===== src/rtl/axi4_lite_pkg.sv =====
`default_nettype none
// ============================================================================
// Module      : axi4_lite_pkg
// Description : Shared AXI4-Lite response codes and FSM state types.
// Revision    : 1.0 - initial release
// ============================================================================
package axi4_lite_pkg;

    typedef enum logic [1:0] {
        RESP_OKAY   = 2'b00,
        RESP_SLVERR = 2'b10
    } axi_resp_t;

    typedef enum logic [0:0] {
        WR_IDLE = 1'b0,
        WR_RESP = 1'b1
    } wr_state_t;

    typedef enum logic [0:0] {
        RD_IDLE = 1'b0,
        RD_RESP = 1'b1
    } rd_state_t;

endpackage
`default_nettype wire


===== src/rtl/axi4_lite_if.sv =====
`default_nettype none
// ============================================================================
// Module      : axi4_lite_if
// Description : Unified AXI4-Lite bus bundle with master and slave views.
// Revision    : 1.0 - initial release
// ============================================================================
interface axi4_lite_if #(
    parameter int ADDR_WIDTH = 32,
    parameter int DATA_WIDTH = 32
);
    logic [ADDR_WIDTH-1:0]   AWADDR;
    logic                    AWVALID;
    logic                    AWREADY;
    logic [DATA_WIDTH-1:0]   WDATA;
    logic [DATA_WIDTH/8-1:0] WSTRB;
    logic                    WVALID;
    logic                    WREADY;
    logic [1:0]              BRESP;
    logic                    BVALID;
    logic                    BREADY;
    logic [ADDR_WIDTH-1:0]   ARADDR;
    logic                    ARVALID;
    logic                    ARREADY;
    logic [DATA_WIDTH-1:0]   RDATA;
    logic [1:0]              RRESP;
    logic                    RVALID;
    logic                    RREADY;

    modport slave (
        input  AWADDR, AWVALID, WDATA, WSTRB, WVALID, BREADY, ARADDR, ARVALID, RREADY,
        output AWREADY, WREADY, BRESP, BVALID, ARREADY, RDATA, RRESP, RVALID
    );

    modport master (
        output AWADDR, AWVALID, WDATA, WSTRB, WVALID, BREADY, ARADDR, ARVALID, RREADY,
        input  AWREADY, WREADY, BRESP, BVALID, ARREADY, RDATA, RRESP, RVALID
    );
endinterface
`default_nettype wire


===== src/rtl/axi4_lite_regfile.sv =====
`default_nettype none
// ============================================================================
// Module      : axi4_lite_regfile
// Description : Byte-strobe writable register file with async read mux.
// Revision    : 1.0 - initial release
// ============================================================================
module axi4_lite_regfile #(
    parameter int DATA_WIDTH = 32,
    parameter int NUM_REGS   = 16
) (
    input  logic                           clk,
    input  logic                           rst,
    input  logic                           i_wr_en,
    input  logic [$clog2(NUM_REGS)-1:0]    i_wr_idx,
    input  logic [DATA_WIDTH-1:0]          i_wr_data,
    input  logic [DATA_WIDTH/8-1:0]        i_wr_strb,
    input  logic [$clog2(NUM_REGS)-1:0]    i_rd_idx,
    output logic [DATA_WIDTH-1:0]          o_rd_data,
    output logic [NUM_REGS*DATA_WIDTH-1:0] o_reg_q
);
    localparam int c_strb_w = DATA_WIDTH / 8;

    logic [DATA_WIDTH-1:0] r_mem [NUM_REGS];

    always_ff @(posedge clk) begin
        if (rst) begin
            for (int i = 0; i < NUM_REGS; i++) begin
                r_mem[i] <= '0;
            end
        end else if (i_wr_en) begin
            for (int b = 0; b < c_strb_w; b++) begin
                if (i_wr_strb[b]) begin
                    r_mem[i_wr_idx][b*8 +: 8] <= i_wr_data[b*8 +: 8];
                end
            end
        end
    end

    assign o_rd_data = r_mem[i_rd_idx];

    for (genvar g = 0; g < NUM_REGS; g++) begin : g_flat
        assign o_reg_q[g*DATA_WIDTH +: DATA_WIDTH] = r_mem[g];
    end
endmodule
`default_nettype wire


===== src/rtl/axi4_lite_slave.sv =====
`default_nettype none
// ============================================================================
// Module      : axi4_lite_slave
// Description : AXI4-Lite responder with independent write/read FSMs over a
//               strobe-writable register file.
// Revision    : 1.0 - initial release
// ============================================================================
module axi4_lite_slave
    import axi4_lite_pkg::*;
#(
    parameter int ADDR_WIDTH = 32,
    parameter int DATA_WIDTH = 32,
    parameter int NUM_REGS   = 16
) (
    input  logic                           clk,
    input  logic                           rst,
    axi4_lite_if.slave                     slave_if,
    output logic [NUM_REGS*DATA_WIDTH-1:0] reg_q,
    output logic [NUM_REGS-1:0]            wr_pulse
);
    localparam int c_strb_w   = DATA_WIDTH / 8;
    localparam int c_addr_lsb = $clog2(c_strb_w);
    localparam int c_idx_w    = $clog2(NUM_REGS);

    wr_state_t               r_wr_state, w_wr_state_nxt;
    rd_state_t               r_rd_state, w_rd_state_nxt;
    logic                    r_aw_held, r_w_held;
    logic [ADDR_WIDTH-1:0]   r_awaddr;
    logic [DATA_WIDTH-1:0]   r_wdata;
    logic [c_strb_w-1:0]     r_wstrb;
    axi_resp_t               r_bresp, r_rresp;
    logic [DATA_WIDTH-1:0]   r_rdata;
    logic [NUM_REGS-1:0]     r_wr_pulse;

    // Readies depend only on registered state, never on incoming VALIDs.
    logic w_aw_ready, w_w_ready, w_ar_ready;
    assign w_aw_ready = (r_wr_state == WR_IDLE) && !r_aw_held;
    assign w_w_ready  = (r_wr_state == WR_IDLE) && !r_w_held;
    assign w_ar_ready = (r_rd_state == RD_IDLE);

    logic w_aw_fire, w_w_fire, w_ar_fire, w_commit;
    assign w_aw_fire = slave_if.AWVALID && w_aw_ready;
    assign w_w_fire  = slave_if.WVALID && w_w_ready;
    assign w_ar_fire = slave_if.ARVALID && w_ar_ready;
    assign w_commit  = (r_wr_state == WR_IDLE) && (w_aw_fire || r_aw_held) && (w_w_fire || r_w_held);

    logic [ADDR_WIDTH-1:0] w_wr_addr, w_wr_word, w_rd_word;
    logic [DATA_WIDTH-1:0] w_wr_data, w_rd_data;
    logic [c_strb_w-1:0]   w_wr_strb;
    logic [c_idx_w-1:0]    w_wr_idx, w_rd_idx;
    logic                  w_wr_in_range, w_rd_in_range, w_wr_en;

    assign w_wr_addr     = r_aw_held ? r_awaddr : slave_if.AWADDR;
    assign w_wr_data     = r_w_held  ? r_wdata  : slave_if.WDATA;
    assign w_wr_strb     = r_w_held  ? r_wstrb  : slave_if.WSTRB;
    assign w_wr_word     = w_wr_addr >> c_addr_lsb;
    assign w_wr_idx      = w_wr_word[c_idx_w-1:0];
    assign w_wr_in_range = (w_wr_word >> c_idx_w) == '0;
    assign w_wr_en       = w_commit && w_wr_in_range;

    assign w_rd_word     = slave_if.ARADDR >> c_addr_lsb;
    assign w_rd_idx      = w_rd_word[c_idx_w-1:0];
    assign w_rd_in_range = (w_rd_word >> c_idx_w) == '0;

    axi4_lite_regfile #(
        .DATA_WIDTH (DATA_WIDTH),
        .NUM_REGS   (NUM_REGS)
    ) u_regfile (
        .clk       (clk),
        .rst       (rst),
        .i_wr_en   (w_wr_en),
        .i_wr_idx  (w_wr_idx),
        .i_wr_data (w_wr_data),
        .i_wr_strb (w_wr_strb),
        .i_rd_idx  (w_rd_idx),
        .o_rd_data (w_rd_data),
        .o_reg_q   (reg_q)
    );

    always_ff @(posedge clk) begin
        if (rst) begin
            r_wr_state <= WR_IDLE;
            r_rd_state <= RD_IDLE;
        end else begin
            r_wr_state <= w_wr_state_nxt;
            r_rd_state <= w_rd_state_nxt;
        end
    end

    always_comb begin
        w_wr_state_nxt = r_wr_state;
        case (r_wr_state)
            WR_IDLE: if (w_commit)         w_wr_state_nxt = WR_RESP;
            WR_RESP: if (slave_if.BREADY)  w_wr_state_nxt = WR_IDLE;
            default:                       w_wr_state_nxt = WR_IDLE;
        endcase
    end

    always_comb begin
        w_rd_state_nxt = r_rd_state;
        case (r_rd_state)
            RD_IDLE: if (w_ar_fire)        w_rd_state_nxt = RD_RESP;
            RD_RESP: if (slave_if.RREADY)  w_rd_state_nxt = RD_IDLE;
            default:                       w_rd_state_nxt = RD_IDLE;
        endcase
    end

    always_ff @(posedge clk) begin
        if (rst) begin
            r_aw_held  <= 1'b0;
            r_w_held   <= 1'b0;
            r_awaddr   <= '0;
            r_wdata    <= '0;
            r_wstrb    <= '0;
            r_bresp    <= RESP_OKAY;
            r_wr_pulse <= '0;
        end else begin
            r_wr_pulse <= w_wr_en ? (NUM_REGS'(1) << w_wr_idx) : '0;
            if (w_commit) begin
                r_aw_held <= 1'b0;
                r_w_held  <= 1'b0;
                r_bresp   <= w_wr_in_range ? RESP_OKAY : RESP_SLVERR;
            end else begin
                if (w_aw_fire) begin
                    r_aw_held <= 1'b1;
                    r_awaddr  <= slave_if.AWADDR;
                end
                if (w_w_fire) begin
                    r_w_held <= 1'b1;
                    r_wdata  <= slave_if.WDATA;
                    r_wstrb  <= slave_if.WSTRB;
                end
            end
        end
    end

    // Read data is captured from the pre-write register contents at the AR edge.
    always_ff @(posedge clk) begin
        if (rst) begin
            r_rdata <= '0;
            r_rresp <= RESP_OKAY;
        end else if (w_ar_fire) begin
            r_rdata <= w_rd_in_range ? w_rd_data : '0;
            r_rresp <= w_rd_in_range ? RESP_OKAY : RESP_SLVERR;
        end
    end

    assign slave_if.AWREADY = w_aw_ready;
    assign slave_if.WREADY  = w_w_ready;
    assign slave_if.BVALID  = (r_wr_state == WR_RESP);
    assign slave_if.BRESP   = r_bresp;
    assign slave_if.ARREADY = w_ar_ready;
    assign slave_if.RVALID  = (r_rd_state == RD_RESP);
    assign slave_if.RDATA   = r_rdata;
    assign slave_if.RRESP   = r_rresp;
    assign wr_pulse         = r_wr_pulse;
endmodule
`default_nettype wire

===== src/flat_wrapper.sv =====
// flat-port wrapper written by rule: the top's interface ports become plain ports
module axi4_lite_slave_flat import axi4_lite_pkg::*;
#(
    parameter int ADDR_WIDTH = 32,
    parameter int DATA_WIDTH = 32,
    parameter int NUM_REGS   = 16
)
  (clk, rst, reg_q, wr_pulse, slave_if_AWADDR, slave_if_AWVALID, slave_if_WDATA, slave_if_WSTRB, slave_if_WVALID, slave_if_BREADY, slave_if_ARADDR, slave_if_ARVALID, slave_if_RREADY, slave_if_AWREADY, slave_if_WREADY, slave_if_BRESP, slave_if_BVALID, slave_if_ARREADY, slave_if_RDATA, slave_if_RRESP, slave_if_RVALID);
  axi4_lite_if #(.ADDR_WIDTH(ADDR_WIDTH), .DATA_WIDTH(DATA_WIDTH)) slave_if_i ();
  input  logic clk;
  input  logic rst;
  output logic [NUM_REGS*DATA_WIDTH-1:0] reg_q;
  output logic [NUM_REGS-1:0] wr_pulse;
  input wire logic [$bits(slave_if_i.AWADDR)-1:0] slave_if_AWADDR;
  input wire logic [$bits(slave_if_i.AWVALID)-1:0] slave_if_AWVALID;
  input wire logic [$bits(slave_if_i.WDATA)-1:0] slave_if_WDATA;
  input wire logic [$bits(slave_if_i.WSTRB)-1:0] slave_if_WSTRB;
  input wire logic [$bits(slave_if_i.WVALID)-1:0] slave_if_WVALID;
  input wire logic [$bits(slave_if_i.BREADY)-1:0] slave_if_BREADY;
  input wire logic [$bits(slave_if_i.ARADDR)-1:0] slave_if_ARADDR;
  input wire logic [$bits(slave_if_i.ARVALID)-1:0] slave_if_ARVALID;
  input wire logic [$bits(slave_if_i.RREADY)-1:0] slave_if_RREADY;
  output wire logic [$bits(slave_if_i.AWREADY)-1:0] slave_if_AWREADY;
  output wire logic [$bits(slave_if_i.WREADY)-1:0] slave_if_WREADY;
  output wire logic [$bits(slave_if_i.BRESP)-1:0] slave_if_BRESP;
  output wire logic [$bits(slave_if_i.BVALID)-1:0] slave_if_BVALID;
  output wire logic [$bits(slave_if_i.ARREADY)-1:0] slave_if_ARREADY;
  output wire logic [$bits(slave_if_i.RDATA)-1:0] slave_if_RDATA;
  output wire logic [$bits(slave_if_i.RRESP)-1:0] slave_if_RRESP;
  output wire logic [$bits(slave_if_i.RVALID)-1:0] slave_if_RVALID;
  assign slave_if_i.AWADDR = slave_if_AWADDR;
  assign slave_if_i.AWVALID = slave_if_AWVALID;
  assign slave_if_i.WDATA = slave_if_WDATA;
  assign slave_if_i.WSTRB = slave_if_WSTRB;
  assign slave_if_i.WVALID = slave_if_WVALID;
  assign slave_if_i.BREADY = slave_if_BREADY;
  assign slave_if_i.ARADDR = slave_if_ARADDR;
  assign slave_if_i.ARVALID = slave_if_ARVALID;
  assign slave_if_i.RREADY = slave_if_RREADY;
  assign slave_if_AWREADY = slave_if_i.AWREADY;
  assign slave_if_WREADY = slave_if_i.WREADY;
  assign slave_if_BRESP = slave_if_i.BRESP;
  assign slave_if_BVALID = slave_if_i.BVALID;
  assign slave_if_ARREADY = slave_if_i.ARREADY;
  assign slave_if_RDATA = slave_if_i.RDATA;
  assign slave_if_RRESP = slave_if_i.RRESP;
  assign slave_if_RVALID = slave_if_i.RVALID;
  axi4_lite_slave #(.ADDR_WIDTH(ADDR_WIDTH), .DATA_WIDTH(DATA_WIDTH), .NUM_REGS(NUM_REGS)) u_core (.clk(clk), .rst(rst), .slave_if(slave_if_i), .reg_q(reg_q), .wr_pulse(wr_pulse));
endmodule

===== config.mk =====
export PLATFORM = sky130hd
export DESIGN_NAME = axi4_lite_slave_flat
export DESIGN_NICKNAME = d
export VERILOG_FILES = /design/src/rtl/axi4_lite_pkg.sv /design/src/rtl/axi4_lite_if.sv /design/src/rtl/axi4_lite_regfile.sv /design/src/rtl/axi4_lite_slave.sv /design/src/flat_wrapper.sv
export SDC_FILE = /design/constraint.sdc
export NUM_CORES = 1
export LEC_CHECK = 0
export ABC_AREA = 1
export CAP_MARGIN = 10
export CORE_AREA = 2 2 265 267
export CTS_CLUSTER_SIZE = 40
export DETAILED_ROUTE_END_ITERATION = 8
export DIE_AREA = 0 0 267 269
export PLACE_DENSITY = 0.75
export SLEW_MARGIN = 0
export SYNTH_ARGS = -nofsm -noshare
export SYNTH_HDL_FRONTEND = slang
export SYNTH_SLANG_ARGS = --single-unit

===== constraint.sdc =====
create_clock -name clk -period 2.7 [get_ports clk]
set_input_delay 0.405 -clock clk [delete_from_list [all_inputs] [get_ports clk]]
set_output_delay 0.405 -clock clk [all_outputs]
set_load 0.01 [all_outputs]

==> results.json <==
{
  "syn_to_final_growth_pct": 40.1,
  "avgSynthCellArea_um2": 9.76,
  "grtUsageTotal_pct": 29.6,
  "cts-root-buf": "clkbuf_16",
  "outcome": "finished, final reports clean",
  "gp_congestion": 0.975,
  "fmax_mhz": 399,
  "wl_per_cell_um": 23.6,
  "antenna_found_initial": 1,
  "fp.dieW_um": 267,
  "place_area_mm2": 0.0380,
  "final_util_pct": 58.0,
  "cts_setup_buffers": 0,
  "setup_viol": 0,
  "start_util_pct": 41.4,
  "required_ps": 2950,
  "rrSetupSlack_ps": 190,
  "drv_cap": 0,
  "finalHoldViolations": 0,
  "synth_most_common_cell": "nor2_1",
  "grt_pass1_wl_um": 155000,
  "synth.area.top_cells": "edfxtp_1, nor2_1, nand3_1, nand2_1, dfxtp_1",
  "antennaDiodeCount": 0,
  "synth_top_area_share_pct": 53.6,
  "die_y_um": 269,
  "vias": 25900,
  "period_share_pct": 92.8,
  "async_reset_ff_share_pct": 0,
  "cts_tree": "built",
  "grt_max_degree": 72,
  "ctsResizeCount": 0,
  "reg2reg_depth": 11,
  "drive_gt1_share_pct": 11.8,
  "synth-seq-cells": 632,
  "dp_hpwl_um": 83200,
  "p_total_mw": 23.9,
  "io_buffers": 669,
  "start_kind": "register",
  "fin_crit_ps": 2510,
  "slew_headroom_pct": 51.0,
  "final_antenna_net_count": 0,
  "synth_common_cells": "nor2_1, nand2_1, edfxtp_1, nand3_1, clkbuf_1",
  "row_count": 97,
  "final_nets": 3807,
  "hold_path.class": "in2reg",
  "cp.arrival_ps": 2760,
  "synth_largest_area_cell": "edfxtp_1",
  "overflow": 0,
  "p_leak_nw": 15.3,
  "drtIter0Drc": 3254,
  "synth_warnings": 0,
  "drtPass1Iterations": 8,
  "grt_pass1_vias": 23500,
  "htreeDepth": 3,
  "syn_inst": 2939,
  "cts_buffers": 69,
  "synth-main-ff-cell": "edfxtp_1",
  "vias_per_cell": 5.52,
  "io_pins": 676,
  "synth_edf_count": 512,
  "rsz0062_at_grt": "false",
  "clkSlewWorstSetupHoldPaths_ps": 60,
  "design.core.area_mm2": 0.0693,
  "insertion_delay_ps": 610,
  "yosysUniqueCellTypes": 36,
  "worst_pin_slew_ps": 734,
  "die_area_mm2": 0.0718,
  "seq_area_frac_synth_pct": 62.0,
  "path_class": "reg2reg",
  "peakVddDrop_uv": 443,
  "clock-sinks": 632,
  "slew_viol_final": 0,
  "clk_path_buf_depth": 3,
  "syn_area_mm2": 0.0287,
  "cts_hold_buf": 0,
  "critPathCaptureType": "register",
  "skew_ps": 28.6,
  "wirelength_um": 111000,
  "p_per_area_mw_per_mm2": 596,
  "whs_ps": 442,
  "critical_path.max_fanout": 15,
  "hold_depth": 5,
  "drc": 0,
  "final_area_mm2": 0.0402
}
path summary, 6_finish.rpt:
check / from / endpoint
max: u_core.r_aw_held / u_core.u_regfile.r_mem[12][12]
min: slave_if_ARADDR[4] / u_core.slave_if.RDATA[31]
max reg2reg: u_core.r_aw_held / u_core.u_regfile.r_mem[12][12]
min reg2reg: u_core.r_wdata[7] / u_core.r_wdata[7]
worst max-delay path, stage by stage, from the launching register on:
cell	delay, ps
dfxtp_1	500
buf_4	220
nand2_1	60
nor2_1	100
nand3_1	80
nand2_1	80
nand2_1	80
nor2_4	240
buf_12	240
buf_4	170
nand4_2	80
nand2_1	290
layout make-up:
class / instances / area [um2]
multi-input cells: 2076 / 9970
repair buffers: 890 / 8950
clock buffers: 93 / 1890
fillers: 5776 / 29100
well taps: 940 / 1180
inverters: 31 / 134
clock inverters: 32 / 290
flip-flops and latches: 632 / 17800
metal layers:
metal  wire (um)  track usage [%]  share of wire [%]  up-vias
met5           0                0                  0        -
met4        5220             12.1                4.7        0
met3       13600             8.32                 12      290
met2       50500             46.6                 46     1804
met1       41500             38.5                 37    12300
li1            -                -                  -    11500
power breakdown:
| part | switching (mW) | internal [mW] |
|---|---|---|
| registers | 0.287 | 10.9 |
| clock network | 3.89 | 5.31 |
| logic | 2.26 | 1.28 |
metrics by stage:
step	TNS [ps]	setup slack (ps)	std cells
3_5_place_dp	-18890	-124	4569
6_report	0	194	4694
3_3_place_gp	-9510	-87.1	4569
5_1_grt	0	22.2	4694
4_1_cts	0	168	4694
2_1_floorplan	0	507	2940
cells in the final DEF (no fill, tap or decap), types with 3 or more instances in the layout:
cell type and n:
nor3_1 20, nand3_1 487, inv_1 25, nand4_2 15, nor2_2 19, clkbuf_1 18, or2_0 3, bufinv_16 4
o21ai_2 4, nor2_4 7, nand2_1 645, o21ai_0 69, clkdlybuf4s50_1 665, mux2i_2 10, clkinv_1 10, nand4_4 49
a21oi_1 40, clkinv_8 3, clkbuf_16 70, buf_4 174, nand3b_1 3, nand2_2 7, clkinv_2 13, dfxtp_1 119
nor2_1 666, buf_12 48, mux2i_1 21, edfxtp_1 512, clkbuf_8 6
state kept, by name (all words and copies together) (netlist names):
name,count
u_core.r_aw_held,1
u_core.r_awaddr,30
u_core.r_w_held,1
u_core.r_wdata,32
u_core.r_wstrb,4
u_core.slave_if.BRESP,1
u_core.slave_if.BVALID,1
u_core.slave_if.RDATA,32
u_core.slave_if.RRESP,1
u_core.slave_if.RVALID,1
u_core.u_regfile.r_mem,512
u_core.wr_pulse,16
kinds of logic after synthesis:
group | count (synthesis) | share of synthesized area (%)
flip-flops | 632 | 62.0
buffers and inverters | 232 | 3.42
other | 1 | 0.0131
multiplexers | 31 | 1.08
AND/OR/NAND/NOR | 1927 | 31.4
AO/OA/AOI/OAI | 116 | 2.09
Note: power is estimated with default switching activity, not from simulation.
